## src/rtl/load_store_unit.sv

```systemverilog
// Load/store unit between the datapath and a word-only data memory.
// Sub-word loads are extracted and extended; sub-word stores use a read-modify-write.
module load_store_unit #(
    parameter int ADDR_W = 6
) (
    input  logic              clk,
    input  logic              reset,
    input  logic              req,
    input  logic              we,
    input  logic [1:0]        size,
    input  logic              uns,
    input  logic [ADDR_W+1:0] byte_addr,
    input  logic [31:0]       store_data,
    output logic [31:0]       load_data,
    output logic              stall,
    output logic              misalign,
    output logic [ADDR_W-1:0] mem_addr,
    output logic [31:0]       mem_wdata,
    output logic              mem_write,
    input  logic [31:0]       mem_rdata
);

    typedef enum logic {
        IDLE,
        WR
    } state_t;

    state_t            state_q, state_d;
    logic [31:0]       old_q, old_d;
    logic [ADDR_W-1:0] waddr_q, waddr_d;
    logic [1:0]        lane_q, lane_d;
    logic              half_q, half_d;
    logic [15:0]       sdata_q, sdata_d;

    logic [1:0]  lane;
    logic        unaligned;
    logic [7:0]  rd_byte;
    logic [15:0] rd_half;
    logic [31:0] ext;
    logic [31:0] merged;

    // Lane selection, extension of read data and merge of the held old word
    always_comb begin
        lane      = byte_addr[1:0];
        unaligned = ((size == 2'b01) && lane[0])
                  || (size[1] && (lane != 2'b00));
        rd_byte   = mem_rdata[{lane, 3'b000} +: 8];
        rd_half   = lane[1] ? mem_rdata[31:16] : mem_rdata[15:0];
        ext       = 32'h0;
        unique case (size)
            2'b00:   ext = {{24{~uns & rd_byte[7]}}, rd_byte};
            2'b01:   ext = {{16{~uns & rd_half[15]}}, rd_half};
            default: ext = mem_rdata;
        endcase
        merged = old_q;
        if (half_q) begin
            merged[{lane_q[1], 4'b0000} +: 16] = sdata_q;
        end else begin
            merged[{lane_q, 3'b000} +: 8] = sdata_q[7:0];
        end
    end

    // Next state and outputs; reset blanks all strobes immediately
    always_comb begin
        state_d   = state_q;
        old_d     = old_q;
        waddr_d   = waddr_q;
        lane_d    = lane_q;
        half_d    = half_q;
        sdata_d   = sdata_q;
        load_data = 32'h0;
        stall     = 1'b0;
        misalign  = 1'b0;
        mem_write = 1'b0;
        mem_wdata = 32'h0;
        mem_addr  = byte_addr[ADDR_W+1:2];
        unique case (state_q)
            IDLE: begin
                if (req) begin
                    if (unaligned) begin
                        misalign = 1'b1;
                    end else if (!we) begin
                        load_data = ext;
                    end else if (size[1]) begin
                        mem_write = 1'b1;
                        mem_wdata = store_data;
                    end else begin
                        stall   = 1'b1;
                        state_d = WR;
                        old_d   = mem_rdata;
                        waddr_d = byte_addr[ADDR_W+1:2];
                        lane_d  = lane;
                        half_d  = size[0];
                        sdata_d = store_data[15:0];
                    end
                end
            end
            WR: begin
                mem_addr  = waddr_q;
                mem_write = 1'b1;
                mem_wdata = merged;
                state_d   = IDLE;
            end
            default: state_d = IDLE;
        endcase
        if (reset) begin
            load_data = 32'h0;
            stall     = 1'b0;
            misalign  = 1'b0;
            mem_write = 1'b0;
            mem_wdata = 32'h0;
        end
    end

    // State and captured read-modify-write context
    always_ff @(posedge clk or posedge reset) begin
        if (reset) begin
            state_q <= IDLE;
            old_q   <= 32'h0;
            waddr_q <= '0;
            lane_q  <= 2'b00;
            half_q  <= 1'b0;
            sdata_q <= 16'h0;
        end else begin
            state_q <= state_d;
            old_q   <= old_d;
            waddr_q <= waddr_d;
            lane_q  <= lane_d;
            half_q  <= half_d;
            sdata_q <= sdata_d;
        end
    end

endmodule

```

## config.mk

```make
export PLATFORM = sky130hd
export DESIGN_NAME = load_store_unit
export DESIGN_NICKNAME = d
export VERILOG_FILES = /design/src/rtl/load_store_unit.sv
export SDC_FILE = /design/constraint.sdc
export NUM_CORES = 1
export LEC_CHECK = 0
export ABC_AREA = 1
export CAP_MARGIN = 20
export CELL_PAD_IN_SITES_DETAIL_PLACEMENT = 1
export CELL_PAD_IN_SITES_GLOBAL_PLACEMENT = 1
export CORE_MARGIN = 3
export CORE_UTILIZATION = 31
export CTS_CLUSTER_DIAMETER = 150
export DETAILED_ROUTE_END_ITERATION = 8
export PLACE_DENSITY_LB_ADDON = 0.1
export REMOVE_ABC_BUFFERS = 1
export SYNTH_ARGS = -nofsm -noshare
export SYNTH_HDL_FRONTEND = slang
export SYNTH_SLANG_ARGS = --single-unit
```

## constraint.sdc

```tcl
create_clock -name clk -period 2.9 [get_ports clk]
set_input_delay 0.87 -clock clk [delete_from_list [all_inputs] [get_ports clk]]
set_output_delay 0.87 -clock clk [all_outputs]
set_load 0.05 [all_outputs]
```

# Yosys cells after proc, flatten, opt, wreduce, memory -nomap -nowiden

Index checks and enable logic that the tools add are counted.

Add/sub/neg operators: 2
Equal/unequal tests: 1
Shifts and indexed selects: 5
Multiplexer cells: 34
Bitwise logic cells: 6
Reduce and logical (&&, ||, !) cells: 6

Operators by type and width:

| cell                      | count |
|---|---|
| $mux W32                  | 11 |
| $pmux W32 S2              | 2 |
| $bwmux W32                | 2 |
| $shift A16 B7 Y32 const A | 1 |
| $shift A8 B7 Y32 const A  | 1 |
| $shiftx A16 B7 Y32        | 1 |
| $shiftx A32 B6 Y8         | 1 |
| $shiftx A8 B7 Y32         | 1 |
| $mux W16                  | 1 |
| $mux W1                   | 15 |
| $neg A5 Y7                | 2 |
| $mux W6                   | 1 |
| $reduce_and A5 Y1         | 1 |
| $not A1 Y1                | 4 |
| $pmux W1 S2               | 2 |
| $and A1 B1 Y1             | 2 |
| $eq A2 B1 Y1 const B      | 1 |
| $logic_and A1 B1 Y1       | 2 |
| $logic_not A2 Y1          | 1 |
| $reduce_bool A2 Y1        | 1 |
| $logic_or A1 B1 Y1        | 1 |

Register bits after elaboration: 58
Input bits: 79
Output and inout port bits: 73

# Depth between registers and ports, before layout

Depth after elaboration: 8
Mapped depth: 10
Mapped depth without buffers: 9

# Worst setup path before layout

OpenSTA, ideal clock, no wires.

Kind: in2out
From: input port size[1]
To: output port misalign
Arrival time: 2,518 ps
Path slack: -488 ps
Cell stages on the path: 4
Path through: nand2_1 nand2_1 nand2_2 nor4_1

Longest elaborated chain between the ends: 7
Elaborated cells on any way between the ends: 8

Ends and longest elaborated chain:

| element                | RTL line | source |
|---|---|---|
| start, declared        | 10       | `input logic [1:0] size,` |
| $eq A2 B1 Y1           | 45       | `unaligned = ((size == 2'b01) && lane[0])` |
| $logic_and A1 B1 Y1    | 45       |  |
| $logic_or A1 B1 Y1 (*) | 46       | `\|\| (size[1] && (lane != 2'b00));` |
| $mux W1 (*)            | 80       | `if (unaligned) begin` |
| $mux W1 (*)            | 79       | `if (req) begin` |
| $mux W1 (*)            | 77       | `unique case (state_q)` |
| $mux W1 (*)            | 106      | `if (reset) begin` |
| end, declared          | 16       | `output logic misalign,` |

Every way passes the cells marked *; elsewhere a longest branch is shown, timed or not.

# Final worst setup path

From: input port size[0]
To: output port load_data[22]

Longest elaborated chain between the ends: 7
Elaborated cells on any way between the ends: 10

Ends and longest elaborated chain:

| element                                                    | RTL line | source |
|---|---|---|
| $eq A2 B1 Y1 / $logic_not A2 Y1 (equally long branches)    | 45, 50   |  |
| $pmux W32 S2 / $logic_and A1 B1 Y1 (equally long branches) | 50, 45   |  |
| $mux W32 / $logic_or A1 B1 Y1 (equally long branches)      | 82, 46   |  |
| $mux W32 (*)                                               | 80       |  |
| $mux W32 (*)                                               | 79       |  |
| $mux W32 (*)                                               | 77       |  |
| $mux W32 (*)                                               | 106      |  |
| end, declared                                              | 14       | `output logic [31:0] load_data,` |

Marks and branches as above.

==> impl_metrics.toml <==
[outcome]
status = "finished with violations"
violations = "negative setup slack"

[global_routing]
antenna_found_initial = 0
grt_max_degree = 55
grt_use_met1_pct = 34.2
met2_usage_pct = 49.6
grtUsageTotal_pct = 28.5
grt_busiest_layer = "met2"
grt_use_met3_pct = 7.15
grt_pass1_vias = 6756
grt_pass1_wl_um = 36200
grt-ovfl-total = 0

[layout]
final_common_cell = "nand2_1"
multi_input_comb_area_um2 = 3410
num_antenna_cells = 0
finalNonFillerCells = 1127
area_growth_pct = 93.3
final_cell_mix = "nand2_1, o21ai_0, buf_12, buf_4, dfrtp_1"
nets = 1026
seq_area_um2 = 1450
drive_gt1_share_pct = 40.5
nFillCells = 1655

[clock_network]
cts-root-buf = "clkbuf_16"
cts_made_buffers = 9
clk_pin_slew_worst_paths_ns = 0.06
clock-sinks = 58
hold_buffers = 0
worstSkewPairLatency_ns = 0.35
htree_levels = 3
cts_buffer_depth = 2
tritoncts = "yes"

[setup_path]
start_kind = "primary input"
regToRegSetupSlack_ns = 0.91
worst_r2r_endpoint = "old_q[17]"
cp_max_fo = 8
r2r-start = "state_q"
end_kind = "primary output"
worstPathRequired_ns = 2.03
r2r_cells = 9
cp.arrival_ns = 2.13
critPathKind = "primary input to primary output"

[drt]
num_vias = 6129
wl_per_cell_um = 20.6
drt_iter0_drc = 558
via_per_inst = 5.44
wirelength_um = 23200
drc = 0
drt_first_pass_iters = 5
drt.antenna.violating_nets = 0

[yosys]
synthDominantCellAreaShare_pct = 31.9
synth_cells = 738
ys_warn_count = 0
syn_avg_cell_area_um2 = 6.16
synth_area_um2 = 4550
yosys-top-cells-area = "dfrtp_1, o21ai_0, nand2_1"
ys_seq_area_share_pct = 31.9
synth-seq-cells = 58
post-synth-top-area-cell = "dfrtp_1"
yosys.cell_types.count = 27

[timing]
rsz0062_at_grt = "true"
tns_ns = -2.36
clock_skew_ns = 0.00529
fin_crit_ns = 3.00
worst_slack_ns = -0.0989
fmax_mhz = 333
worst_pin_slew_ns = 0.614
slew_headroom_pct = 59.0
post-route-period-util_pct = 103
finalSetupViolCount = 41
drv_slew = 0
hold_viol = 0

[floorplanning]
die_width_um = 127
fp-row-count = 43
io_pins = 152
die_height_um = 127
die_area_um2 = 16200
initial_core_util_pct = 32.3
core_area_um2 = 14100

[min_path]
hp-class = "flip-flop to flip-flop"
hold_end = "waddr_q[0]"
whs_path_depth = 2
hp-start = "waddr_q[0]"

[placement]
dp_hpwl_um = 15800
pre_cts_ws_ns = -0.751
gp_congestion = 0.873
dp.cells = 1099
port_buffers = 151

[pwr]
power_leakage_nw = 3.86
power_density_nw_per_um2 = 432
ir_worst_vdd_mv = 0.279
power.total_mw = 3.79

[flow_run]
cap_violations = 0
what timing repair did:
action                     4_1_cts  5_1_grt
resized for setup              271      122
pin swaps                       56       50
setup endpoints to repair       67       65
buffers inserted                 9        4
gates cloned                     2        0
worst max-delay path, stage by stage:
cell and delay, ns:
buf_4 0.14, inv_4 0.08, nand2_4 0.07, nand2_2 0.09
nand3_4 0.09, a21oi_4 0.28, nand2_8 0.19, nor2_4 0.16
buf_12 0.15
synth_stat cells:
| cell type | instances |
|---|---|
| nand4_4 | 1 |
| buf_2 | 16 |
| nand2_4 | 2 |
| buf_6 | 1 |
| nand3_2 | 1 |
| dfrtp_1 | 58 |
| ha_1 | 5 |
| buf_1 | 1 |
| nor4_1 | 1 |
| nor2_1 | 94 |
| o221ai_1 | 1 |
| clkbuf_1 | 31 |
| o211ai_1 | 5 |
| nand3_1 | 19 |
| nor2_2 | 11 |
| inv_1 | 83 |
| nand4_1 | 1 |
| o22ai_1 | 23 |
| o21ai_0 | 161 |
| inv_2 | 2 |
| o21ai_1 | 15 |
| inv_4 | 1 |
| or2_2 | 1 |
| nor2_4 | 1 |
| nand2_1 | 155 |
| nand2_2 | 4 |
| a21oi_1 | 44 |
cell families (layout without fill, tap and decap cells):
logic type               Yosys count  count (layout)  synth area share [%]
flip-flops                        58              58                  31.9
AND/OR/NAND/NOR                  291             292                  26.5
adder cells (fa/ha/maj)            5               5                  1.38
AO/OA/AOI/OAI                    249             249                  28.4
buffers and inverters            135             343                  11.8
worst max path at each step:
stage | start | end
2_1_floorplan | state_q | mem_wdata[30]
3_3_place_gp | size[1] | load_data[31]
3_5_place_dp | size[1] | load_data[31]
4_1_cts | byte_addr[1] | mem_wdata[0]
5_1_grt | lane_q[1] | mem_wdata[27]
6_report | size[0] | load_data[22]
registers in the layout, indices dropped and copies added, names as in the netlist:
| register | count |
|---|---|
| waddr_q | 6 |
| state_q | 1 |
| sdata_q | 16 |
| old_q | 32 |
| half_q | 1 |
| lane_q | 2 |
per-layer routing:
metal	vias up	share of wire [%]	routed length, µm
met5	-	0	0
met4	0	2.7	622
met3	45	6.0	1390
met2	207	51	11900
met1	3054	40	9300
li1	2823	-	-
report_power, final:
group	internal (mW)	leakage, nW	switching (mW)
clock network	0.592	0.138	0.413
registers	0.987	0.718	0.160
logic	0.656	3.01	0.986
final cells by class:
cell class / instances / area share (%)
clock buffers: 10 / 2.72
multi-input cells: 546 / 38.7
inverters: 86 / 3.90
repair buffers: 241 / 35.2
clock inverters: 6 / 0.370
well taps: 180 / 2.56
flip-flops and latches: 58 / 16.5
through the flow:
stage | util [%] | hold WS (ns) | area [µm²]
2_1_floorplan | - | 0.453 | 4340
6_report | 62.4 | 0.494 | 8790
5_1_grt | 62.4 | 0.517 | 8790
4_1_cts | 59.4 | 0.495 | 8380
3_5_place_dp | 52.8 | 0.481 | 7450
3_3_place_gp | 52.8 | 0.466 | 7450
Power figures use the tool's default switching activity.
